## config.mk

```make
export PLATFORM = sky130hd
export DESIGN_NAME = operand_entry_ctrl
export DESIGN_NICKNAME = d
export VERILOG_FILES = /design/src/rtl/operand_entry_ctrl.sv
export SDC_FILE = /design/constraint.sdc
export NUM_CORES = 1
export LEC_CHECK = 0
export CORE_MARGIN = 5
export CORE_UTILIZATION = 36
export CTS_CLUSTER_SIZE = 8
export DETAILED_ROUTE_END_ITERATION = 10
export PLACE_DENSITY = 0.62
export SYNTH_ARGS = -nofsm -noshare
export SYNTH_HDL_FRONTEND = slang
export SYNTH_SLANG_ARGS = --single-unit
```

## constraint.sdc

```tcl
create_clock -name clk -period 6.5 [get_ports clk]
set_input_delay 0.975 -clock clk [delete_from_list [all_inputs] [get_ports clk]]
set_output_delay 0.975 -clock clk [all_outputs]
set_load 0.05 [all_outputs]
```

## src/rtl/operand_entry_ctrl.sv

```systemverilog
// ---------------------------------------------------------------------------
// operand_entry_ctrl
//   Sequences keypad operand entry for the Booth multiplier. Up to four
//   decimal digits are collected into a BCD entry register. On Enter the
//   entry is converted to binary and captured as operand A, then operand B.
//   The captured pair is then offered downstream on a valid/ready handshake.
//
// Ports
//   clk        in   1   system clock, rising edge
//   rst_n      in   1   asynchronous active-low reset
//   key_valid  in   1   one-cycle strobe qualifying key_code
//   key_code   in   4   0-9 digit, A enter, B clear, C backspace, D-F illegal
//   op_a       out  14  captured binary operand A
//   op_b       out  14  captured binary operand B
//   op_valid   out  1   operand pair valid
//   op_ready   in   1   downstream accepts the pair
//   disp_bcd   out  16  live entry {d3,d2,d1,d0}, d0 = most recent digit
//   disp_cnt   out  3   number of digits in the live entry, 0..4
//   state      out  2   00 S_A, 01 S_B, 10 S_OUT
//   err        out  1   one-cycle pulse, previous key rejected
// ---------------------------------------------------------------------------

// Four-digit BCD to binary converter (pure combinational).
module bcd_bin (
    input  logic [15:0] bcd_i,
    output logic [13:0] bin_o
);
    logic [13:0] d3_s;
    logic [13:0] d2_s;
    logic [13:0] d1_s;
    logic [13:0] d0_s;

    // Weight each digit by its decimal place and sum.
    always_comb begin
        d3_s  = {10'd0, bcd_i[15:12]};
        d2_s  = {10'd0, bcd_i[11:8]};
        d1_s  = {10'd0, bcd_i[7:4]};
        d0_s  = {10'd0, bcd_i[3:0]};
        bin_o = (d3_s * 14'd1000) + (d2_s * 14'd100) + (d1_s * 14'd10) + d0_s;
    end
endmodule

module operand_entry_ctrl (
    input  logic        clk,
    input  logic        rst_n,
    input  logic        key_valid,
    input  logic [3:0]  key_code,
    output logic [13:0] op_a,
    output logic [13:0] op_b,
    output logic        op_valid,
    input  logic        op_ready,
    output logic [15:0] disp_bcd,
    output logic [2:0]  disp_cnt,
    output logic [1:0]  state,
    output logic        err
);
    localparam int         BIN_W = 14;
    localparam logic [2:0] NDIG  = 3'd4;

    localparam logic [1:0] S_A   = 2'b00;
    localparam logic [1:0] S_B   = 2'b01;
    localparam logic [1:0] S_OUT = 2'b10;

    localparam logic [3:0] K_ENTER = 4'hA;
    localparam logic [3:0] K_CLEAR = 4'hB;
    localparam logic [3:0] K_BKSP  = 4'hC;

    logic [1:0]       state_q,    state_d;
    logic [BIN_W-1:0] op_a_q,     op_a_d;
    logic [BIN_W-1:0] op_b_q,     op_b_d;
    logic             op_valid_q, op_valid_d;
    logic [15:0]      disp_bcd_q, disp_bcd_d;
    logic [2:0]       disp_cnt_q, disp_cnt_d;
    logic             err_q,      err_d;

    logic [BIN_W-1:0] entry_bin_s;

    bcd_bin u_bcd_bin (
        .bcd_i (disp_bcd_q),
        .bin_o (entry_bin_s)
    );

    // Next-state logic for the entry sequencer and the output handshake.
    always_comb begin
        state_d    = state_q;
        op_a_d     = op_a_q;
        op_b_d     = op_b_q;
        op_valid_d = op_valid_q;
        disp_bcd_d = disp_bcd_q;
        disp_cnt_d = disp_cnt_q;
        err_d      = 1'b0;

        case (state_q)
            S_A, S_B: begin
                if (key_valid) begin
                    if (key_code <= 4'd9) begin
                        // A full entry refuses further digits rather than scrolling.
                        if (disp_cnt_q < NDIG) begin
                            disp_bcd_d = {disp_bcd_q[11:0], key_code};
                            disp_cnt_d = disp_cnt_q + 3'd1;
                        end else begin
                            err_d = 1'b1;
                        end
                    end else begin
                        case (key_code)
                            K_CLEAR: begin
                                disp_bcd_d = 16'h0000;
                                disp_cnt_d = 3'd0;
                            end
                            K_BKSP: begin
                                if (disp_cnt_q != 3'd0) begin
                                    disp_bcd_d = {4'h0, disp_bcd_q[15:4]};
                                    disp_cnt_d = disp_cnt_q - 3'd1;
                                end else begin
                                    err_d = 1'b1;
                                end
                            end
                            K_ENTER: begin
                                if (disp_cnt_q == 3'd0) begin
                                    err_d = 1'b1;
                                end else begin
                                    disp_bcd_d = 16'h0000;
                                    disp_cnt_d = 3'd0;
                                    if (state_q == S_A) begin
                                        op_a_d  = entry_bin_s;
                                        state_d = S_B;
                                    end else begin
                                        op_b_d     = entry_bin_s;
                                        state_d    = S_OUT;
                                        op_valid_d = 1'b1;
                                    end
                                end
                            end
                            default: begin
                                err_d = 1'b1;
                            end
                        endcase
                    end
                end else begin
                    err_d = 1'b0;
                end
            end
            S_OUT: begin
                // Keypad is locked while the pair is pending, handshake cycle included.
                err_d = key_valid;
                if (op_valid_q && op_ready) begin
                    state_d    = S_A;
                    op_valid_d = 1'b0;
                end else begin
                    op_valid_d = 1'b1;
                end
            end
            default: begin
                // Unused encoding: recover to a clean idle entry state.
                state_d    = S_A;
                op_valid_d = 1'b0;
                disp_bcd_d = 16'h0000;
                disp_cnt_d = 3'd0;
            end
        endcase
    end

    // State and output registers.
    always_ff @(posedge clk or negedge rst_n) begin
        if (!rst_n) begin
            state_q    <= S_A;
            op_a_q     <= '0;
            op_b_q     <= '0;
            op_valid_q <= 1'b0;
            disp_bcd_q <= 16'h0000;
            disp_cnt_q <= 3'd0;
            err_q      <= 1'b0;
        end else begin
            state_q    <= state_d;
            op_a_q     <= op_a_d;
            op_b_q     <= op_b_d;
            op_valid_q <= op_valid_d;
            disp_bcd_q <= disp_bcd_d;
            disp_cnt_q <= disp_cnt_d;
            err_q      <= err_d;
        end
    end

    assign state    = state_q;
    assign op_a     = op_a_q;
    assign op_b     = op_b_q;
    assign op_valid = op_valid_q;
    assign disp_bcd = disp_bcd_q;
    assign disp_cnt = disp_cnt_q;
    assign err      = err_q;
endmodule

```

==> out/metrics.json <==
{
  "result_of_the_run": {"value": "completed"},
  "hold_violation_count_in_the_final_report": {"value": 0},
  "path_type_of_the_worst_min_delay_path": {"value": "reg2reg"},
  "timing.critical_path.slowest_cell_delay": {"value": 630, "unit": "ps"},
  "worst-endpoint-arrival": {"value": 5160, "unit": "ps"},
  "synthesis.area": {"value": 0.00381, "unit": "mm^2"},
  "min_period": {"value": 4920, "unit": "ps"},
  "totalNegativeSetupSlack": {"value": 0, "unit": "ps"},
  "grt_max_degree": {"value": 52},
  "antenna_violations_before_repair": {"value": 0},
  "timing_worst_slew_pin_value": {"value": 1230, "unit": "ps"},
  "dpl.hpwl": {"value": 6490, "unit": "um"},
  "worst_path_dominant_cell_family": {"value": "adder cells"},
  "ys.flop_type": {"value": "sky130_fd_sc_hd__dfrtp_1"},
  "post_cts_buffers": {"value": 0},
  "ctsLongestPathBuffers": {"value": 2},
  "gp_routability_congestion": {"value": 0.824},
  "dr.first_iter.drc_count": {"value": 68},
  "max_freq": {"value": 0.203, "unit": "GHz"},
  "crit_path_frequent_cell": {"value": "sky130_fd_sc_hd__ha_1"},
  "wirelength": {"value": 8330, "unit": "um"},
  "grt_first_pass_wirelength": {"value": 14500, "unit": "um"},
  "io_buffers": {"value": 58},
  "globalRouteTotalUtil": {"value": 13.7, "unit": "%"},
  "drt_drc_violations_left": {"value": 0},
  "routed_wire_length_per_instance": {"value": 14.4, "unit": "um"},
  "filler_cell_count": {"value": 986},
  "timing.critical_path.slowest_stage_cell": {"value": "sky130_fd_sc_hd__fa_1"},
  "synth_seq_area_share": {"value": 33.5, "unit": "%"},
  "synth_fp_nets": {"value": 465},
  "yosys_warnings": {"value": 0},
  "worstSetupPathType": {"value": "reg2reg"},
  "ios": {"value": 59},
  "final_min_period_over_clock_period": {"value": 75.7, "unit": "%"},
  "cts.repair.resized": {"value": 0},
  "first_global_vias": {"value": 3083},
  "final_cell_mix": {"value": "sky130_fd_sc_hd__nand2_1, sky130_fd_sc_hd__clkdlybuf4s50_1, sky130_fd_sc_hd__ha_1"},
  "max-slew-margin-rel": {"value": 18.0, "unit": "%"},
  "critPathMaxFanout": {"value": 9},
  "ys_seq_elements": {"value": 51},
  "worst_skew_pair.late_latency": {"value": 310, "unit": "ps"},
  "antenna-diode-count": {"value": 0},
  "synth_enable_flop_cells": {"value": 0},
  "drv.max_cap_violation_count": {"value": 0},
  "grt-ovfl-total": {"value": 0},
  "htree_levels": {"value": 2},
  "multiInputGateArea": {"value": 0.00232, "unit": "mm^2"},
  "cp_data_required_time": {"value": 6740, "unit": "ps"},
  "yosysUniqueCellTypes": {"value": 47},
  "number_of_buffers_added_to_fix_hold_violations_after_cts": {"value": 0},
  "area.sequential": {"value": 0.00128, "unit": "mm^2"},
  "worst_setup_path_start_kind": {"value": "flop"},
  "crit_path_end_kind": {"value": "flop"},
  "numClockSinks": {"value": 51},
  "critical_path.cell_chain": {"value": "fa_1 > inv_1 > fa_1 > inv_1 > ha_1 > nor2b_1 > o21ai_0 > nand2_1 > xnor2_1 > ha_1 > ha_1 > ha_1 > a21oi_1 > a21oi_1 > o31a_1 > or4_1 > nand3_1"},
  "ant_nets": {"value": 0},
  "floorplan_die_area": {"value": 0.0127, "unit": "mm^2"},
  "layout_commonest_cell": {"value": "sky130_fd_sc_hd__nand2_1"},
  "final_nets": {"value": 518},
  "vias_per_cell": {"value": 5.03},
  "synth_async_sr_flop_share": {"value": 100, "unit": "%"},
  "cts_inserted_buffers": {"value": 5},
  "drt-pass1-iter-count": {"value": 4},
  "fp-row-count": {"value": 37},
  "number_of_cells_produced_by_synthesis": {"value": 387},
  "worst_setup_hold_path_clk_slew": {"value": 110, "unit": "ps"},
  "final_max_slew_viol_count": {"value": 0},
  "core_area": {"value": 0.0103, "unit": "mm^2"},
  "report.final.setup_viol": {"value": 0},
  "dr_total_vias": {"value": 2901},
  "drive_gt1_share": {"value": 7.03, "unit": "%"},
  "die-height": {"value": 113, "unit": "um"},
  "flow.area_growth_from_synthesis": {"value": 21.5, "unit": "%"},
  "syn_avg_cell_area": {"value": 9.84, "unit": "um^2"},
  "skew": {"value": 18.6, "unit": "ps"},
  "clockRootBuffer": {"value": "sky130_fd_sc_hd__clkbuf_8"},
  "clock_tree_from_tritoncts": {"value": "yes"},
  "chipWidth": {"value": 113, "unit": "um"},
  "critical_path_buf_inv_count": {"value": 2},
  "grt_setup_unrepaired": {"value": "no"},
  "initial_utilization": {"value": 36.9, "unit": "%"}
}
## cells by family (layout without fill, tap and decap cells)
logic type,after synthesis,count (layout),share of synthesized area [%]
fa+ha+maj,70,70,26.4
flops,51,51,33.5
mux,18,18,5.49
compound gates,82,82,13.3
buf+inv,53,107,5.65
xor+xnor,18,18,4.14
simple gates,95,95,11.5
## state kept, by name, indices dropped and copies added, names as in the netlist
name	count
err	1
disp_bcd	16
op_b	14
op_a	14
disp_cnt	3
state	2
op_valid	1
## per-layer routing
| layer | vias to the layer above | share of wire, % | track usage, % | routed length, um |
|---|---|---|---|---|
| met1 | 1408 | 44 | 16.6 | 3670 |
| met2 | 56 | 50 | 24.8 | 4190 |
| met3 | 12 | 4.5 | 3.42 | 378 |
| met4 | 0 | 1.1 | 2.72 | 92 |
| met5 | - | 0 | 0 | 0 |
| li1 | 1425 | - | - | - |
## tightest hold or removal path, cell delays in order (launching register included)
cell,delay [ps]
sky130_fd_sc_hd__dfrtp_1,350
sky130_fd_sc_hd__nand2_1,50
sky130_fd_sc_hd__nand2_1,50
## cells in the mapped netlist (2+ instances only)
library cell	instances	area share (%)
sky130_fd_sc_hd__mux2i_1	4	1.1
sky130_fd_sc_hd__buf_4	2	0.39
sky130_fd_sc_hd__mux2_4	3	1.2
sky130_fd_sc_hd__clkbuf_1	12	1.2
sky130_fd_sc_hd__a22oi_1	9	1.8
sky130_fd_sc_hd__xor2_1	6	1.4
sky130_fd_sc_hd__dfrtp_1	51	34
sky130_fd_sc_hd__o21ai_0	32	4.2
sky130_fd_sc_hd__o21a_1	2	0.39
sky130_fd_sc_hd__a21oi_1	16	2.1
sky130_fd_sc_hd__mux2_2	11	3.3
sky130_fd_sc_hd__nand2_1	63	6.2
sky130_fd_sc_hd__or4_1	2	0.39
sky130_fd_sc_hd__nor2b_1	5	0.82
sky130_fd_sc_hd__inv_1	37	3.6
sky130_fd_sc_hd__fa_1	17	8.9
sky130_fd_sc_hd__and2_1	2	0.33
sky130_fd_sc_hd__xnor2_1	12	2.8
sky130_fd_sc_hd__a211oi_1	2	0.39
sky130_fd_sc_hd__ha_1	53	17
sky130_fd_sc_hd__nand2b_1	3	0.49
sky130_fd_sc_hd__o211ai_1	3	0.59
sky130_fd_sc_hd__o31ai_1	2	0.39
sky130_fd_sc_hd__nand3_1	4	0.53
sky130_fd_sc_hd__a221oi_1	2	0.46
sky130_fd_sc_hd__a21o_1	5	0.99
sky130_fd_sc_hd__nor2_1	7	0.69
## worst paths after layout
check	slack (ps)	from	to	depth (start not counted)
setup / recovery	1580	disp_bcd[14]	op_a[13]	17
hold / removal	480	op_a[8]	op_a[8]	2
setup reg to reg	1580	disp_bcd[14]	op_a[13]	17
hold reg to reg	480	op_a[8]	op_a[8]	2
max in group asynchronous	5270	rst_n	disp_bcd[1]	2
min in group asynchronous	780	rst_n	op_a[11]	2
## layout make-up
type,count,area share (%)
Clock buffer,6,1.57
Sequential cell,51,27.6
Timing Repair Buffer,62,13.1
Inverter,37,3.00
Multi-Input combinational cell,283,50.2
Tap cell,136,3.68
Clock inverter,2,0.839
## stage by stage
step,hold slack (ps),area (um^2),instances,worst slack [ps],utilization [%]
global route,516,4620,577,1260,44.8
floorplan,500,3810,387,1620,-
finish,480,4620,577,1580,44.8
global placement,464,4510,569,1800,43.7
CTS,488,4620,577,1560,44.8
detailed placement,468,4510,569,1610,43.7
Power is left out: the tool's default activity adds up to more than one toggle a clock period on the data nets, which glitch-free logic cannot reach.
